## src/rtl/button_conditioner.sv

```systemverilog
// Per-button 2-FF synchronizer, counter-based debouncer and rising-edge pulse generator.
// Optional feature macro: AUTO_REPEAT_EN (press-and-hold repeat pulses on btn_re).
module button_conditioner #(
  parameter int unsigned NUM_BUTTONS     = 2,
  parameter int unsigned DEBOUNCE_CYCLES = 50000,
  parameter int unsigned REPEAT_DELAY    = 25000000,
  parameter int unsigned REPEAT_PERIOD   = 5000000
) (
  input  logic                   clk,
  input  logic                   sync_reset,
  input  logic [NUM_BUTTONS-1:0] btn_raw,
  output logic [NUM_BUTTONS-1:0] btn_level,
  output logic [NUM_BUTTONS-1:0] btn_re
);

  localparam int unsigned CNT_W = $clog2(DEBOUNCE_CYCLES);
  localparam logic [CNT_W-1:0] CNT_LAST = CNT_W'(DEBOUNCE_CYCLES - 1);
  localparam logic [CNT_W-1:0] CNT_ONE  = CNT_W'(1);

`ifdef AUTO_REPEAT_EN
  localparam int unsigned RPT_MAX = (REPEAT_DELAY > REPEAT_PERIOD) ? REPEAT_DELAY : REPEAT_PERIOD;
  localparam int unsigned RPT_W   = (RPT_MAX > 1) ? $clog2(RPT_MAX) : 1;
  localparam logic [RPT_W-1:0] RPT_DELAY_LAST  = RPT_W'(REPEAT_DELAY - 1);
  localparam logic [RPT_W-1:0] RPT_PERIOD_LAST = RPT_W'(REPEAT_PERIOD - 1);
  localparam logic [RPT_W-1:0] RPT_ONE         = RPT_W'(1);
`endif

  // Elaboration-time parameter sanity checks
  if (NUM_BUTTONS < 1) begin : g_chk_nb
    $error("NUM_BUTTONS must be >= 1");
  end
  if (DEBOUNCE_CYCLES < 2) begin : g_chk_db
    $error("DEBOUNCE_CYCLES must be >= 2");
  end
  if (REPEAT_DELAY < 1) begin : g_chk_rd
    $error("REPEAT_DELAY must be >= 1");
  end
  if (REPEAT_PERIOD < 2) begin : g_chk_rp
    $error("REPEAT_PERIOD must be >= 2");
  end

  typedef enum logic [1:0] {
    IDLE_LOW  = 2'd0,
    WAIT_HIGH = 2'd1,
    IDLE_HIGH = 2'd2,
    WAIT_LOW  = 2'd3
  } deb_state_t;

  logic [NUM_BUTTONS-1:0] sync1;
  logic [NUM_BUTTONS-1:0] sync2;

  always_ff @(posedge clk) begin
    if (sync_reset) begin
      sync1 <= '0;
      sync2 <= '0;
    end else begin
      sync1 <= btn_raw;
      sync2 <= sync1;
    end
  end

  genvar g;
  for (g = 0; g < NUM_BUTTONS; g++) begin : g_chan
    deb_state_t       state;
    logic [CNT_W-1:0] cnt;
    logic             level_q;
    logic             re_q;
`ifdef AUTO_REPEAT_EN
    logic [RPT_W-1:0] rpt_cnt;
    logic             rpt_period;
`endif

    // Debounce FSM; btn_re only ever fires on press acceptance (or repeat)
    always_ff @(posedge clk) begin
      if (sync_reset) begin
        state   <= IDLE_LOW;
        cnt     <= '0;
        level_q <= 1'b0;
        re_q    <= 1'b0;
`ifdef AUTO_REPEAT_EN
        rpt_cnt    <= '0;
        rpt_period <= 1'b0;
`endif
      end else begin
        re_q <= 1'b0;
`ifdef AUTO_REPEAT_EN
        if (state != IDLE_HIGH) begin
          rpt_cnt    <= '0;
          rpt_period <= 1'b0;
        end
`endif
        case (state)
          IDLE_LOW: begin
            if (sync2[g]) begin
              state <= WAIT_HIGH;
              cnt   <= CNT_ONE;
            end
          end
          WAIT_HIGH: begin
            if (!sync2[g]) begin
              state <= IDLE_LOW;
              cnt   <= '0;
            end else if (cnt == CNT_LAST) begin
              state   <= IDLE_HIGH;
              cnt     <= '0;
              level_q <= 1'b1;
              re_q    <= 1'b1;
            end else begin
              cnt <= cnt + CNT_ONE;
            end
          end
          IDLE_HIGH: begin
            if (!sync2[g]) begin
              state <= WAIT_LOW;
              cnt   <= CNT_ONE;
            end
`ifdef AUTO_REPEAT_EN
            // First repeat after the delay, then one per period while held
            else if (rpt_cnt == (rpt_period ? RPT_PERIOD_LAST : RPT_DELAY_LAST)) begin
              re_q       <= 1'b1;
              rpt_cnt    <= '0;
              rpt_period <= 1'b1;
            end else begin
              rpt_cnt <= rpt_cnt + RPT_ONE;
            end
`endif
          end
          WAIT_LOW: begin
            if (sync2[g]) begin
              state <= IDLE_HIGH;
              cnt   <= '0;
            end else if (cnt == CNT_LAST) begin
              state   <= IDLE_LOW;
              cnt     <= '0;
              level_q <= 1'b0;
            end else begin
              cnt <= cnt + CNT_ONE;
            end
          end
          default: begin
            state <= IDLE_LOW;
            cnt   <= '0;
          end
        endcase
      end
    end

    assign btn_level[g] = level_q;
    assign btn_re[g]    = re_q;
  end

endmodule

```

## config.mk

```make
export PLATFORM = sky130hd
export DESIGN_NAME = button_conditioner
export DESIGN_NICKNAME = d
export VERILOG_FILES = /design/src/rtl/button_conditioner.sv
export SDC_FILE = /design/constraint.sdc
export NUM_CORES = 1
export LEC_CHECK = 0
export ABC_CLOCK_PERIOD_IN_PS = 5000
export BUFFER_PORTS_ARGS = -buffer_cell sky130_fd_sc_hd__buf_2
export CAP_MARGIN = 20
export CORE_MARGIN = 1.5
export CORE_UTILIZATION = 30
export DETAILED_ROUTE_END_ITERATION = 16
export HOLD_SLACK_MARGIN = 0.12
export PLACE_DENSITY = 0.52
export SYNTH_ARGS = -nofsm -noshare
export SYNTH_HDL_FRONTEND = slang
export SYNTH_SLANG_ARGS = --single-unit
```

## constraint.sdc

```tcl
create_clock -name clk -period 5 [get_ports clk]
set_input_delay 1 -clock clk [delete_from_list [all_inputs] [get_ports clk]]
set_output_delay 1 -clock clk [all_outputs]
set_load 0.01 [all_outputs]
```

# Word level (Yosys, flattened, before mapping)
# Cells that the tools add are included.
# classes
addsub	2
eq_ne	24
n_mux	38
bitwise	4
n_reduce_logical	12
# ops
operator	n
$mux 16	10
$pmux 16 s4	2
$add 16x1->16 const B	2
$eq 16x16->1 const B	2
$mux 2	12
$ne 2x2->1 const B	12
$pmux 2 s4	2
$ne 3x3->1 const B	4
$mux 1	10
$reduce_and 5->1	2
$eq 2x2->1 const B	4
$reduce_and 4->1	2
$reduce_or 3->1	2
$eq 2x1->1 const B	2
$logic_not 2->1	2
$not 1->1	4
$pmux 1 s2	2
$reduce_and 2->1	2
$reduce_bool 2->1	2
# totals
regBits	44
out_inout_bits	4
wordCells	90

# Depth between registers and ports, before layout
# logic_depth
ltp_word	4
mapped_depth	7
mapped_depth_nobuf	6

# Least setup slack after synthesis
# No wires, ideal clock.
# synth_timing
path_kind	in2reg
from	input sync_reset
to	register g_chan[0].cnt[13]
arrival_ns	1.955
t_required_ns	4.926
slack_ns	2.970
stages	5
n_path_buf	1
cell_sequence	nand3b_1 -> or2_0 -> buf_2 -> o31a_1 -> a31oi_1
# synth_rtl
item	line	source
from (decl)	10	input logic sync_reset,
to (signal assigned)	109	cnt <= cnt + CNT_ONE;
to (signal assigned)	137	cnt <= cnt + CNT_ONE;
to (decl)	65	logic [CNT_W-1:0] cnt;

==> key figures <==
Cells and area
  – Post-route cell area: ~2400 sq um
  – # fillers: between 700 and 800
  – Sequential Area: ~900 sq um
  – Layout cell share with drive strength beyond 1: 0.116
  – Leading cell types in the layout, fill and taps excluded: dfxtp_1 (44), nand2_1 (26), a21oi_1 (22), nand3_1 (18), a31oi_1 (15)
  – # diodes: 0
  – Non-Filler Instances: 354
  – P&R area growth vs syn: 8.39%
  – Leading cell type in the layout, fill and taps excluded: dfxtp_1
  – Nets: about 260
  – Multi-input combinational cell area: approximately 1200 sq um

Logic synthesis
  – Synth Warn #: 0
  – Distinct cells, synth: 50
  – Average cell area after synthesis: 8.51 sq um
  – Synthesized flop and latch total: 44
  – Fraction of registers with async set/reset: 0
  – Seq/Total Area, Yosys: 0.404
  – Predominant post-synthesis flop cell: dfxtp_1
  – Post-synth EDFFs: 0
  – Syn Nets: 262
  – Post-synthesis cell area: 2180 sq um
  – Synth Instances: between 200 and 300

Min path
  – WHS Path Cells: 1
  – Hold path startpoint: sync1[0]
  – HP Class: reg2reg
  – Hold Crit Endpoint: sync2[0]

Routing
  – First DRT Iteration DRCs: 77
  – Uppermost layer routed: met4
  – DR WL met3: 126 um
  – Via count: 1788
  – # DRC: 0
  – Post-DRT Antenna Nets: 0
  – DRT Pass-1 Iters: 4
  – Metal2 WL: about 1900 um
  – Avg WL per Cell: between 10 and 15 um
  – Met1 WL: ~2300 um
  – Vias per inst: ~5.1
  – Routed wire length: ~4400 um

Setup path
  – CP max-delay cell: nor2_2
  – Reg-to-reg slack, setup: around 2800 ps
  – Slowest stage delay, CP: between 700 and 800 ps
  – Critical Path RT: around 5200 ps
  – Critical path capture point type: flip-flop
  – Reg-to-reg endpoint: g_chan[1].cnt[8]
  – Max FO, Critical Path: 22
  – Delay-heaviest family, CP: simple AND/OR/NAND/NOR gates
  – Worst setup path class: in2reg
  – Worst Path Buf+Inv: 1
  – CP cell instances: buf_2, nand3b_1, nor2_2, o21ai_1, a31oi_1
  – Worst-case reg-to-reg path depth: 5
  – Startpoint types: input port
  – Worst Path Arrival: 2600 ps

Clock network
  – Post-CTS Setup Bufs: 0
  – TritonCTS clock tree: built
  – # hold bufs at CTS: 0
  – Reg clk slew, reported paths: around 90 ps
  – Clock Path Buffers: 2
  – Root buf cell: clkbuf_8
  – Worst-Skew Late Latency: 300 ps
  – Num CTS Buffers: 5
  – CTS H-tree lvls: 2
  – CTS sink count: 44
  – Post-cts gate resize count: 0

GRT
  – Vias in the first global route: approximately 1.7k
  – First-pass GRT wire length: around 7500 um
  – GR Overflow Total: 0
  – Initial antenna violation count: 0
  – Gr usage total: 0.121
  – Pin count of the biggest net entering global routing: 23

Die
  – Die Y: a little under 90 um
  – Starting Density: 0.315
  – I/O pin cnt: 8
  – Die Width: between 80 and 90 um
  – Row Count: 30
  – Core Area: 6910 sq um
  – Die area: around 7800 sq um

Place
  – IO buf count: 7
  – Pre-CTS setup slack: about 2300 ps
  – Placed cells: 346
  – Post-Place Cell Area: about 2200 sq um
  – Final GP Congestion: 0.797
  – DP HPWL: 3030 um

STA
  – Setup Viol. Count Final: 0
  – Crit path time final: between 2000 and 2500 ps
  – Final hold violation count: 0
  – Max Slew Vio Count: 0
  – Period Utilization, post-route: 0.477
  – Final setup margin: around 2600 ps
  – RSZ-0062 raised after global routing: no
  – Max Freq: ~420 MHz
  – Least-Margin Pin Slew: about 950 ps
  – Slew headroom: 0.362
  – Setup TNS Final: 0 ps
  – Hold WS: 446 ps
  – Skew final: 5.96 ps

Power
  – VDD IR-drop max: around 0.16 mV
  – Lkg Pwr: approximately 0.00076 uW
  – Pwr Density: approximately 280 nW/um^2

Outcome
  – Status: finished, final reports clean

Job
  – Max-cap viol count: 0
synthesized netlist by cell type, types with 6 or more instances:
master   instances  area [sq um]
dfxtp_1         44           881
nand2_1         26          97.6
a21oi_1         22           110
nand3_1         18          90.1
a31oi_1         15          93.8
nor2_1          14          52.6
nor3_1          11          55.1
inv_1            9          33.8
o21ai_0          9          45.0
nand4_1          6          37.5
layout make-up:
type | count | area share
multi-input cells | 190 | 0.498
flip-flops and latches | 44 | 0.373
well taps | 96 | 0.0509
clock buffers | 5 | 0.0291
clock inverters | 3 | 0.0196
repair buffers | 7 | 0.0148
inverters | 9 | 0.0143
state kept, by name (all words and copies together), names as in the netlist, named ones only:
register and cells:
g_chan.level_q 2, g_chan.state 2, sync2 2, g_chan.cnt 32
sync1 2, g_chan.re_q 2
worst register-to-register path, cell delays in order, from the launching register on:
cell and delay, ps:
dfxtp_1 390, xor2_1 390, nand3b_1 290, nor2_2 710
o21ai_1 150, a31oi_1 210
how the worst max path moves through the flow:
stage | cells after the start | slack [ps] | start | to
final | 5 | 2610 | sync_reset | g_chan[1].cnt[8]
after global routing | 5 | 2430 | sync_reset | g_chan[1].cnt[15]
after global placement | 5 | 2410 | sync_reset | g_chan[1].cnt[15]
after floorplan | 5 | 2970 | sync_reset | g_chan[0].cnt[13]
after CTS | 5 | 2660 | sync_reset | g_chan[1].cnt[15]
after detailed placement | 5 | 2340 | sync_reset | g_chan[1].cnt[15]
metrics by stage:
stage / utilization / total power, uW
2_1_floorplan: - / 387
3_3_place_gp: 0.325 / 392
3_5_place_dp: 0.325 / 392
4_1_cts: 0.342 / 675
5_1_grt: 0.342 / 694
6_report: 0.342 / 662
per-layer routing:
metal	global-route usage	vias to the layer above
met1	0.163	824
met4	0.0384	0
li1	-	937
met2	0.194	23
met5	0	-
met3	0.0252	4
where the power goes:
part           switching [uW]  total [uW]  internal [uW]  leakage [uW]
registers                4.14         359            355      0.000356
clock network             128         278            151     0.0000548
logic                    14.9        24.4           9.56      0.000346
kinds of logic (layout without fill, tap and decap cells):
logic type,after synthesis,count (layout),share of synthesized area
compound gates,66,66,0.184
simple gates,115,115,0.315
flops,44,44,0.404
buf+inv,22,24,0.0557
fa+ha+maj,2,2,0.0115
xor+xnor,5,5,0.0201
mux,2,2,0.00919
(Power assumes the default switching activity.)
